[config.mk]
export PLATFORM = sky130hd
export DESIGN_NAME = bomb_controller
export DESIGN_NICKNAME = d
export VERILOG_FILES = /design/src/rtl/bomb_controller_pkg.sv /design/src/rtl/bomb_controller_hex_decoder.sv /design/src/rtl/bomb_controller.sv
export SDC_FILE = /design/constraint.sdc
export NUM_CORES = 1
export LEC_CHECK = 0
export CAP_MARGIN = 40
export CORE_MARGIN = 4
export CORE_UTILIZATION = 25
export CTS_CLUSTER_DIAMETER = 40
export DETAILED_ROUTE_END_ITERATION = 10
export HOLD_SLACK_MARGIN = 0.06
export SYNTH_ARGS = -nofsm -noshare
export SYNTH_HDL_FRONTEND = slang
export SYNTH_SLANG_ARGS = --single-unit
[constraint.sdc]
create_clock -name clk -period 2.7 [get_ports clk]
set_clock_uncertainty 0.1 [all_clocks]
set_input_delay 0.54 -clock clk [delete_from_list [all_inputs] [get_ports clk]]
set_output_delay 0.54 -clock clk [all_outputs]
set_load 0.1 [all_outputs]
[src/rtl/bomb_controller_pkg.sv]
// Shared types and seven-segment constants for the bomb countdown controller.
// Segment bus order is {dp,g,f,e,d,c,b,a}, active-low.
package bomb_controller_pkg;

  typedef enum logic [1:0] {
    ST_IDLE     = 2'd0,
    ST_COUNTING = 2'd1,
    ST_EXPLODED = 2'd2
  } state_t;

  localparam logic [7:0] SEG_0       = 8'hC0;
  localparam logic [7:0] SEG_1       = 8'hF9;
  localparam logic [7:0] SEG_2       = 8'hA4;
  localparam logic [7:0] SEG_3       = 8'hB0;
  localparam logic [7:0] SEG_4       = 8'h99;
  localparam logic [7:0] SEG_5       = 8'h92;
  localparam logic [7:0] SEG_6       = 8'h82;
  localparam logic [7:0] SEG_7       = 8'hF8;
  localparam logic [7:0] SEG_8       = 8'h80;
  localparam logic [7:0] SEG_9       = 8'h90;
  localparam logic [7:0] SEG_BLANK   = 8'hFF;
  localparam logic [7:0] SEG_DP_ZERO = 8'h40;

  function automatic logic [7:0] seg_code(input logic [3:0] digit);
    case (digit)
      4'd0:    seg_code = SEG_0;
      4'd1:    seg_code = SEG_1;
      4'd2:    seg_code = SEG_2;
      4'd3:    seg_code = SEG_3;
      4'd4:    seg_code = SEG_4;
      4'd5:    seg_code = SEG_5;
      4'd6:    seg_code = SEG_6;
      4'd7:    seg_code = SEG_7;
      4'd8:    seg_code = SEG_8;
      4'd9:    seg_code = SEG_9;
      default: seg_code = SEG_BLANK;
    endcase
  endfunction

endpackage

[src/rtl/bomb_controller_hex_decoder.sv]
// Combinational digit-to-segment decoder; non-decimal digits blank the display.
// The dp input lights the decimal point (active-low bit 7).
module hex_decoder
  import bomb_controller_pkg::*;
(
  input  logic [3:0] i_digit,
  input  logic       i_dp,
  output logic [7:0] o_seg
);

  logic [7:0] w_code;

  always_comb begin
    w_code = seg_code(i_digit);
    o_seg  = {w_code[7] & ~i_dp, w_code[6:0]};
  end

endmodule

[src/rtl/bomb_controller.sv]
// Single-digit countdown timer driving an active-low seven-segment display.
// Optional feature macro: BOMB_CONTROLLER_BLINK_EN (blinking detonation display).
module bomb_controller
  import bomb_controller_pkg::*;
#(
  parameter int START_VALUE = 9,
  parameter int TICK_CYCLES = 40
) (
  input  logic       clk,
  input  logic       async_nreset,
  input  logic       start_countdown,
  output logic [7:0] hex_output
);

  localparam int PW = $clog2(TICK_CYCLES);
  localparam logic [3:0]    START_DIGIT = 4'(START_VALUE);
  localparam logic [PW-1:0] PRESC_LAST  = PW'(TICK_CYCLES - 1);

  state_t        r_state;
  logic [3:0]    r_digit;
  logic [PW-1:0] r_presc;
  logic          r_start_prev;

  logic          w_start_evt;
  logic          w_tick;
  logic          w_blank;
  logic          w_dp;
  logic [3:0]    w_digit;
  logic [7:0]    w_seg;

  assign w_start_evt = start_countdown & ~r_start_prev;
  assign w_tick      = (r_presc == PRESC_LAST);

`ifdef BOMB_CONTROLLER_BLINK_EN
  // Blink phase: 0 shows the lit dp-zero, 1 blanks; toggles every tick.
  logic r_blink;

  always_ff @(posedge clk or negedge async_nreset) begin
    if (!async_nreset) begin
      r_blink <= 1'b0;
    end else if (r_state == ST_COUNTING && w_tick && r_digit == 4'd0) begin
      r_blink <= 1'b0;
    end else if (r_state == ST_EXPLODED && w_tick) begin
      r_blink <= ~r_blink;
    end
  end

  assign w_blank = (r_state == ST_EXPLODED) && r_blink;
`else
  assign w_blank = 1'b0;
`endif

  always_ff @(posedge clk or negedge async_nreset) begin
    if (!async_nreset) begin
      r_state      <= ST_IDLE;
      r_digit      <= START_DIGIT;
      r_presc      <= '0;
      r_start_prev <= 1'b0;
    end else begin
      r_start_prev <= start_countdown;
      case (r_state)
        ST_IDLE: begin
          if (w_start_evt) begin
            r_state <= ST_COUNTING;
            r_digit <= START_DIGIT;
            r_presc <= '0;
          end
        end
        ST_COUNTING: begin
          r_presc <= w_tick ? '0 : r_presc + 1'b1;
          if (w_tick) begin
            if (r_digit != 4'd0) begin
              r_digit <= r_digit - 4'd1;
            end else begin
              r_state <= ST_EXPLODED;
            end
          end
        end
        ST_EXPLODED: begin
          if (w_start_evt) begin
            r_state <= ST_COUNTING;
            r_digit <= START_DIGIT;
            r_presc <= '0;
          end else begin
            // Prescaler keeps running so the blink phase has a time base.
            r_presc <= w_tick ? '0 : r_presc + 1'b1;
          end
        end
        default: begin
          r_state <= ST_IDLE;
        end
      endcase
    end
  end

  assign w_dp    = (r_state == ST_EXPLODED);
  assign w_digit = (r_state == ST_IDLE)     ? START_DIGIT :
                   (r_state == ST_EXPLODED) ? 4'd0 : r_digit;

  hex_decoder u_hex_decoder (
    .i_digit (w_digit),
    .i_dp    (w_dp),
    .o_seg   (w_seg)
  );

  assign hex_output = w_blank ? SEG_BLANK : w_seg;

endmodule

==> results.txt, run 1 <==
The run finished with clean final reports. The final worst-path setup slack is 4.71 ps. The final critical delay including setup and external delays is 2700 ps. The worst flop-to-flop path endpoint is r_digit[1]$_DFFE_PN0P_.

The CTS sink count is 13. The initial core utilization came out at 26.4%. The detailed-route wire length per cell came out at 13.0 um. Across the VDD grid, the largest voltage drop is 0.000327 V. The depth of the worst register-to-register path is 6. The number of maximum-capacitance constraint violations is 0. The final wirelength came out at 2530 um. Entering global routing, the biggest net connects 14 pins.

The pre-CTS setup slack came out at 120 ps. The length of the first detailed-routing pass in iterations is 4. For hold timing, the worst endpoint is r_digit[3]$_DFFE_PN1P_. The critical register-to-register path startpoint is r_digit[1]$_DFFE_PN0P_. The switching power of the nets is 0.000711 W. The fraction of power spent switching nets is 48.1%. The remaining global-route overflow is 0.

The number of global-route vias before repair came to 994. The non-filler instance count after layout came out at 195. The worst-case register-to-register setup slack is 700 ps.

Synthesis inferred 13 register bits. The sequential share of power is 19.1%. In this run the count of I/O pins placed on the die edge is 11.

The clock network is responsible for 11.6% of the overall power. The number of buffers between clock root and the deepest sink is 2. The number of I/O port buffers is 10. Headroom to the max-slew limit came out at 59.9%. The total CTS buffers is 3. The worst setup path is of the reg2out kind.

The count of antenna-violating nets left after detailed routing is 0. The share of the clock period used by the worst path is 99.8%. Clock-pin slew was measured on the worst setup and hold paths at 60 ps. Detailed placement finished with a half-perimeter wire length of 1980 um. From left edge to right edge, the die measures 73.7 um. After the last flow step, the layout net total stands at 160.

Internal power comes to 0.000768 W. The data arrival time of the critical path is 2060 ps. The cell row count came out at 23. The core box area is 0.00409 mm2. In this run the most critical hold path is launched from r_digit[3]$_DFFE_PN1P_. The post-synthesis cell area is 0.00108 mm2. The global-route usage over all layers is 10.2%.

Of the cells placed in the final design, the portion with a size suffix greater than 1 is 35.9%. The DRC violations left came out at 0. The vias per cell is 4.91. CTS built an H-tree with a depth of 1.

The number of nets in the synthesized netlist is 137. The power per cell area came out at 969 mW/mm2. Clock latency on the worst-skew pair, taken at its later pin, is 240 ps. The sequential area share after synthesis is 30.4%.

The cell depth of the worst min-delay path came out at 2. In the synthesized netlist, the number of instances is 123. The portion of total power attributed to combinational logic came out at 69.4%. The area growth from synthesis to layout is 41.5%. Setup repair after global routing could not meet its margin everywhere.

The placer's final routability congestion estimate is 0.799. After filler insertion, the fill cell instance count of the layout stands at 424. The total leakage power came out at 0.644 nW.

The critical path capture point type is a primary output. The initial antenna violation count is 0. The die is 73.7 um tall.

The max-slew violation count is 0. The total die area came out at 0.00543 mm2. The class of the tightest hold or removal check is reg2reg.

The post-synthesis average cell area came out at 8.77 um2. The total setup violations reported at the end of the flow came out at 0. The measured slew at the worst slew-check pin is 599 ps.

Counting distinct cell types in the post-synthesis netlist gives 42. The number of placed instances with taps included is 184. Along the worst path, the maximum fanout reaches 4. The number of warnings issued by yosys came out at 0. The count of inserted antenna diode cells is 0.

The tree is rooted in a sky130_fd_sc_hd__clkbuf_8. The number of buffers inserted for hold repair after clock tree synthesis came out at 0. The required time reported for the critical path endpoint is 2060 ps. The worst setup path is launched from a flip-flop.

TritonCTS built the clock tree. The peak clock frequency supported by timing came out at 371 MHz. The total number of vias is 958. The wire length of the first global-routing pass is 4430 um. The violation count after the first detailed-route iteration came out at 21. The number of failing hold endpoints at the final stage is 0.
-- worst max-delay path, cell delays in order, from the launching register on --
cell,delay [ps]
sky130_fd_sc_hd__dfrtp_2,460
sky130_fd_sc_hd__inv_4,90
sky130_fd_sc_hd__ha_4,160
sky130_fd_sc_hd__nor2_4,40
sky130_fd_sc_hd__nand2_4,80
sky130_fd_sc_hd__inv_1,80
sky130_fd_sc_hd__ha_2,200
sky130_fd_sc_hd__or3_1,370
sky130_fd_sc_hd__o211a_1,150
sky130_fd_sc_hd__buf_12,170
-- cells in the final DEF, fill, tap and decap left out, drive strengths merged, types with 3 or more instances in the layout --
cell	n
nand2	14
dfrtp	11
clkbuf	4
a31oi	3
ha	11
nor2	9
buf	19
mux2	4
nor3	4
nand3	7
o21ai	9
and2	3
nand2b	3
inv	9
a211oi	3
a21oi	6
-- cells in the mapped netlist (all sizes together) --
cell type	n	area share, %
buf	3	2.1
o22a	1	0.93
nand2b	3	1.7
xnor2	1	0.81
nand3b	1	0.70
a22oi	1	0.70
dfstp	2	4.9
nand3	7	3.2
mux2	4	4.9
ha	11	13
a21oi	6	2.8
or2	1	0.58
nor2	9	3.8
o21ai	9	4.2
o21a	1	0.70
a21o	1	0.70
and3	1	0.70
and2	3	1.7
nor3	4	1.9
or3	1	0.58
o22ai	1	1.9
a221oi	1	0.81
a31oi	3	1.7
and4bb	1	1.2
dfrtp	11	26
mux2i	1	0.93
and4b	1	1.3
a21boi	1	0.70
a211oi	3	2.1
nand2	14	4.9
and2b	1	0.70
o211a	1	0.93
xor2	1	0.81
nor3b	1	1.2
nand4	2	1.2
nor4b	1	0.81
inv	9	3.1
-- through the flow --
step	setup TNS [ps]	hold slack, ps	instance area [um2]	utilization [%]	total power, W
2_1_floorplan	-515	144	1180	-	0.000961
3_3_place_gp	0	398	1420	34.6	0.00122
3_5_place_dp	0	411	1420	34.6	0.00125
4_1_cts	0	420	1520	37.1	0.00148
5_1_grt	-203	440	1530	37.4	0.00157
6_report	0	414	1530	37.4	0.00148
-- final cells by class --
type	instances	area, um2	area share [%]
tap	50	62.6	4.10
timing repair buffer	21	250	16.4
clock buffer	4	45.0	2.95
inverter	9	38.8	2.54
sequential	13	330	21.6
multi-input combinational	98	800	52.4
-- state kept, by name, indices dropped and copies added (netlist names) --
signal	count
r_digit	4
r_presc	6
r_start_prev	1
r_state	2
-- kinds of logic after synthesis --
family	synth area share [%]
flip-flops	30.4
AND/OR/NAND/NOR	26.1
multiplexers	5.80
XOR/XNOR	1.62
AO/OA/AOI/OAI	18.1
adder cells (fa/ha/maj)	12.8
buffers and inverters	5.22
-- power groups by stage --
stage	Clock, W	Sequential [W]	Combinational, W
final	0.000171	0.000282	0.00103
after global routing	0.000190	0.000288	0.00109
after CTS	0.000175	0.000283	0.00102
after detailed placement	0	0.000287	0.000964
after global placement	0	0.000282	0.000941
after floorplan	0	0.000271	0.000689
-- what timing repair did --
action                                  CTS  global route
cloned                                    0             0
resized for setup                         5             3
pin swaps                                 1             0
setup buffers                             6             1
endpoints found under the setup margin    6             6
-- per-layer routing --
layer  vias up  GRT usage [%]  routed length (um)
met2        16           18.5                1300
met5         -              0                   0
met3         4           1.78                  68
li1        476              -                   -
met1       462           12.0                1140
met4         0           3.22                  19
-- how the worst max path moves through the flow --
stage	from	to	slack (ps)	cells past startpoint
after floorplan	r_state[0]$_DFFE_PN0P_	hex_output[4]	-280	7
after global placement	r_state[0]$_DFFE_PN0P_	hex_output[0]	180	10
after detailed placement	r_state[0]$_DFFE_PN0P_	hex_output[0]	120	10
after CTS	r_state[1]$_DFFE_PN0P_	hex_output[6]	5	9
after global routing	r_state[1]$_DFFE_PN0P_	hex_output[0]	-70	9
final	r_state[1]$_DFFE_PN0P_	hex_output[6]	5	9
Power figures use the tool's default switching activity.
==> run 2: changes to the inputs <==
Settings changed: REMOVE_ABC_BUFFERS set to 1.
==> run 2 against run 1 <==
Effect of this change:
- clock-buffer cell count did not move
- routed wire length fell by 2.9%
- clock power barely moved
- largest cell class unchanged
- combinational power fell by 8%
- critical path type unchanged
==> results.txt, run 2 (synthesis results as in run 1) <==
The internal power is 0.000712 W (was 0.000768 W). The depth of the worst register-to-register path came out at 6 (unchanged). The number of global-route vias before repair is 922 (was 994). The CTS clock-pin slew for the worst setup and hold paths came out at 60 ps (about the same). The share of total power in the clock network came out at 12.2% (was 11.6%).

Run status: finished, final reports clean (unchanged). The CTS tree is built (unchanged). The DRC violations left came out at 0 (unchanged). The critical path capture point type is a primary output (unchanged). The largest net degree at the start of global routing is 14 (unchanged). Most frequent cells in the layout: sky130_fd_sc_hd__nand2_1, sky130_fd_sc_hd__buf_4, sky130_fd_sc_hd__dfrtp_1 (unchanged). The worst supply voltage drop on vdd came out at 0.000286 V (was 0.000327 V). The total leakage power came out at 0.633 nW (was 0.644 nW).

The commonest non-fill, non-tap cell in the layout is sky130_fd_sc_hd__nand2_1 (unchanged). The core box area came out at 0.00409 mm2 (unchanged). The vias per cell is 4.90 (was 4.91).

The number of I/O port buffers is 10 (unchanged). The number of failing hold endpoints at the final stage is 0 (unchanged). The detailed-route wire length on metal 1 came out at 1050 um (was 1140 um). The total number of vias is 945 (was 958). The latest clock arrival within the worst-skew pair came out at 240 ps (about the same). The CTS sink count came out at 13 (unchanged). The final worst-path setup slack was 61.1 ps (was 4.71 ps). The sequential share of power is 19.6% (was 19.1%). The global-route usage over all layers is 9.40% (was 10.2%). The initial antenna violation count is 0 (unchanged). The cell row count is 23 (unchanged). The register name with the most flops is r_presc (unchanged). The final critical delay including setup and external delays was 2640 ps (was 2700 ps).

The data arrival time of the critical path is 2000 ps (was 2060 ps). Biggest regs: r_presc (6), r_digit (4), r_state (2) (unchanged). The filler cell count is 410 (was 424). The switching power of the nets came out at 0.000679 W (was 0.000711 W). The required time reported for the critical path endpoint came out at 2060 ps (about the same).

The highest metal layer used by the detailed router is met4 (unchanged). The count of antenna-violating nets left after detailed routing came out at 0 (unchanged). The cell at the root of the clock tree is sky130_fd_sc_hd__clkbuf_8 (unchanged). The number of buffers between clock root and the deepest sink is 2 (unchanged). The growth of design area from synthesis to finish is 36.5% (was 41.5%). The total CTS buffers was 3 (unchanged). The class of the tightest hold or removal check is reg2reg (unchanged). The violation count after the first detailed-route iteration came out at 34 (was 21).

The measured slew at the worst slew-check pin came out at 608 ps (was 599 ps). The category of the worst setup path launch point is a flip-flop (unchanged). The met2 wirelength from detailed routing came out at 1320 um (was 1300 um).

The max-slew violation count came out at 0 (unchanged). The deepest level of the CTS H-tree came out at 1 (unchanged). The length of the first detailed-routing pass in iterations is 4 (unchanged). The count of inserted antenna diode cells is 0 (unchanged). The remaining global-route overflow came out at 0 (unchanged). The final HPWL from detailed placement is 1810 um (was 1980 um). The total setup violations reported at the end of the flow is 0 (unchanged). The number of I/O pins is 11 (unchanged). The wire length of the first global-routing pass was 4040 um (was 4430 um). The number of placed instances with taps included came to 183 (was 184).

The placer's final routability congestion estimate is 0.816 (was 0.799). The detailed-route wire length per cell came out at 12.7 um (was 13.0 um). The total die area came to 0.00543 mm2 (unchanged). The vertical extent of the die was 73.7 um (unchanged). The number of buffers inserted for hold repair after clock tree synthesis is 0 (unchanged).

The non-filler instance count after layout came out at 193 (was 195). The power per cell area came out at 944 mW/mm2 (was 969 mW/mm2). The number of nets in the final layout is 158 (was 160). The flip-flop count of the largest register, all copies and words added came out at 6 (unchanged). The highest fanout seen on the critical path came out at 7 (was 4).

The fraction of power spent switching nets came out at 48.8% (was 48.1%). The pre-CTS setup slack came out at 75.8 ps (was 120 ps). The initial core utilization is 26.4% (unchanged).

The sum of met3 wire segment lengths after detailed routing is 68 um (unchanged). The overall power after layout came to 0.00139 W (was 0.00148 W). The cell depth of the worst min-delay path came out at 2 (unchanged). The headroom to the max-slew limit is 59.3% (was 59.9%). The peak clock frequency supported by timing is 379 MHz (was 371 MHz). The die extent in x came out at 73.7 um (unchanged). The number of maximum-capacitance constraint violations is 0 (unchanged). The final wirelength is 2450 um (was 2530 um). The portion of total power attributed to combinational logic is 68.2% (was 69.4%).

The share of the clock period used by the worst path came out at 97.7% (was 99.8%). The path type of the worst setup path is reg2out (unchanged). The ratio of cells with drive above 1 in the final layout is 35.0% (was 35.9%).
-- run 2: changes by cell type in the layout (fill, tap and decap cells not counted), sizes merged --
cell  before  now
buf       19   17
-- run 2: what timing repair did --
action	in CTS	in global routing
endpoints found under the setup margin	6	5
hold endpoints to repair	0	0
setup buffers	4	2
resized for setup	14	7
pin swaps	0	2
-- run 2: per-stage QoR --
| stage | util, % | TNS [ps] | hold WS [ps] | area [um2] |
|---|---|---|---|---|
| 2_1_floorplan | - | -5600 | 144 | 1060 |
| 3_3_place_gp | 32.0 | 0 | 393 | 1310 |
| 3_5_place_dp | 32.0 | 0 | 405 | 1310 |
| 4_1_cts | 35.2 | 0 | 414 | 1440 |
| 5_1_grt | 36.0 | -23.5 | 435 | 1470 |
| 6_report | 36.0 | 0 | 411 | 1470 |
-- run 2: final timing paths --
kind,start,endpoint,slack (ps)
setup / recovery,r_state[0]$_DFFE_PN0P_,hex_output[6],60
min in group asynchronous,async_nreset,r_presc[5]$_DFFE_PN0P_,580
setup reg to reg,r_digit[0]$_DFFE_PN1P_,r_digit[1]$_DFFE_PN0P_,700
max in group asynchronous,async_nreset,r_state[1]$_DFFE_PN0P_,1480
hold reg to reg,r_digit[3]$_DFFE_PN1P_,r_digit[3]$_DFFE_PN1P_,410
hold / removal,r_digit[3]$_DFFE_PN1P_,r_digit[3]$_DFFE_PN1P_,410
-- run 2: power by group through the flow --
| stage | combinational [W] | sequential [W] | clock [W] |
|---|---|---|---|
| 2_1_floorplan | 0.000586 | 0.000268 | 0 |
| 3_3_place_gp | 0.000842 | 0.000268 | 0 |
| 3_5_place_dp | 0.000856 | 0.000269 | 0 |
| 4_1_cts | 0.000915 | 0.000269 | 0.000177 |
| 5_1_grt | 0.00102 | 0.000277 | 0.000189 |
| 6_report | 0.000949 | 0.000272 | 0.000170 |
-- run 2: area by class of cell --
class                           count  area, um2  area share, %
Inverter                            9       33.8           2.29
Timing Repair Buffer               19        235           16.0
Tap cell                           50       62.6           4.25
Clock buffer                        4       45.0           3.06
Sequential cell                    13        329           22.3
Multi-Input combinational cell     98        767           52.1
-- run 2: layer usage --
metal / track usage, % / vias to the layer above
met2: 17.2 / 15
met5: 0 / -
li1: - / 475
met3: 3.01 / 2
met4: 1.41 / 0
met1: 10.8 / 453
-- run 2: critical path: stages, from the launching register on --
cell                       delay, ps
sky130_fd_sc_hd__dfrtp_1         380
sky130_fd_sc_hd__buf_4           160
sky130_fd_sc_hd__nand2b_4        160
sky130_fd_sc_hd__and2_2          230
sky130_fd_sc_hd__buf_4           170
sky130_fd_sc_hd__or3_1           350
sky130_fd_sc_hd__o211a_1         150
sky130_fd_sc_hd__buf_12          170
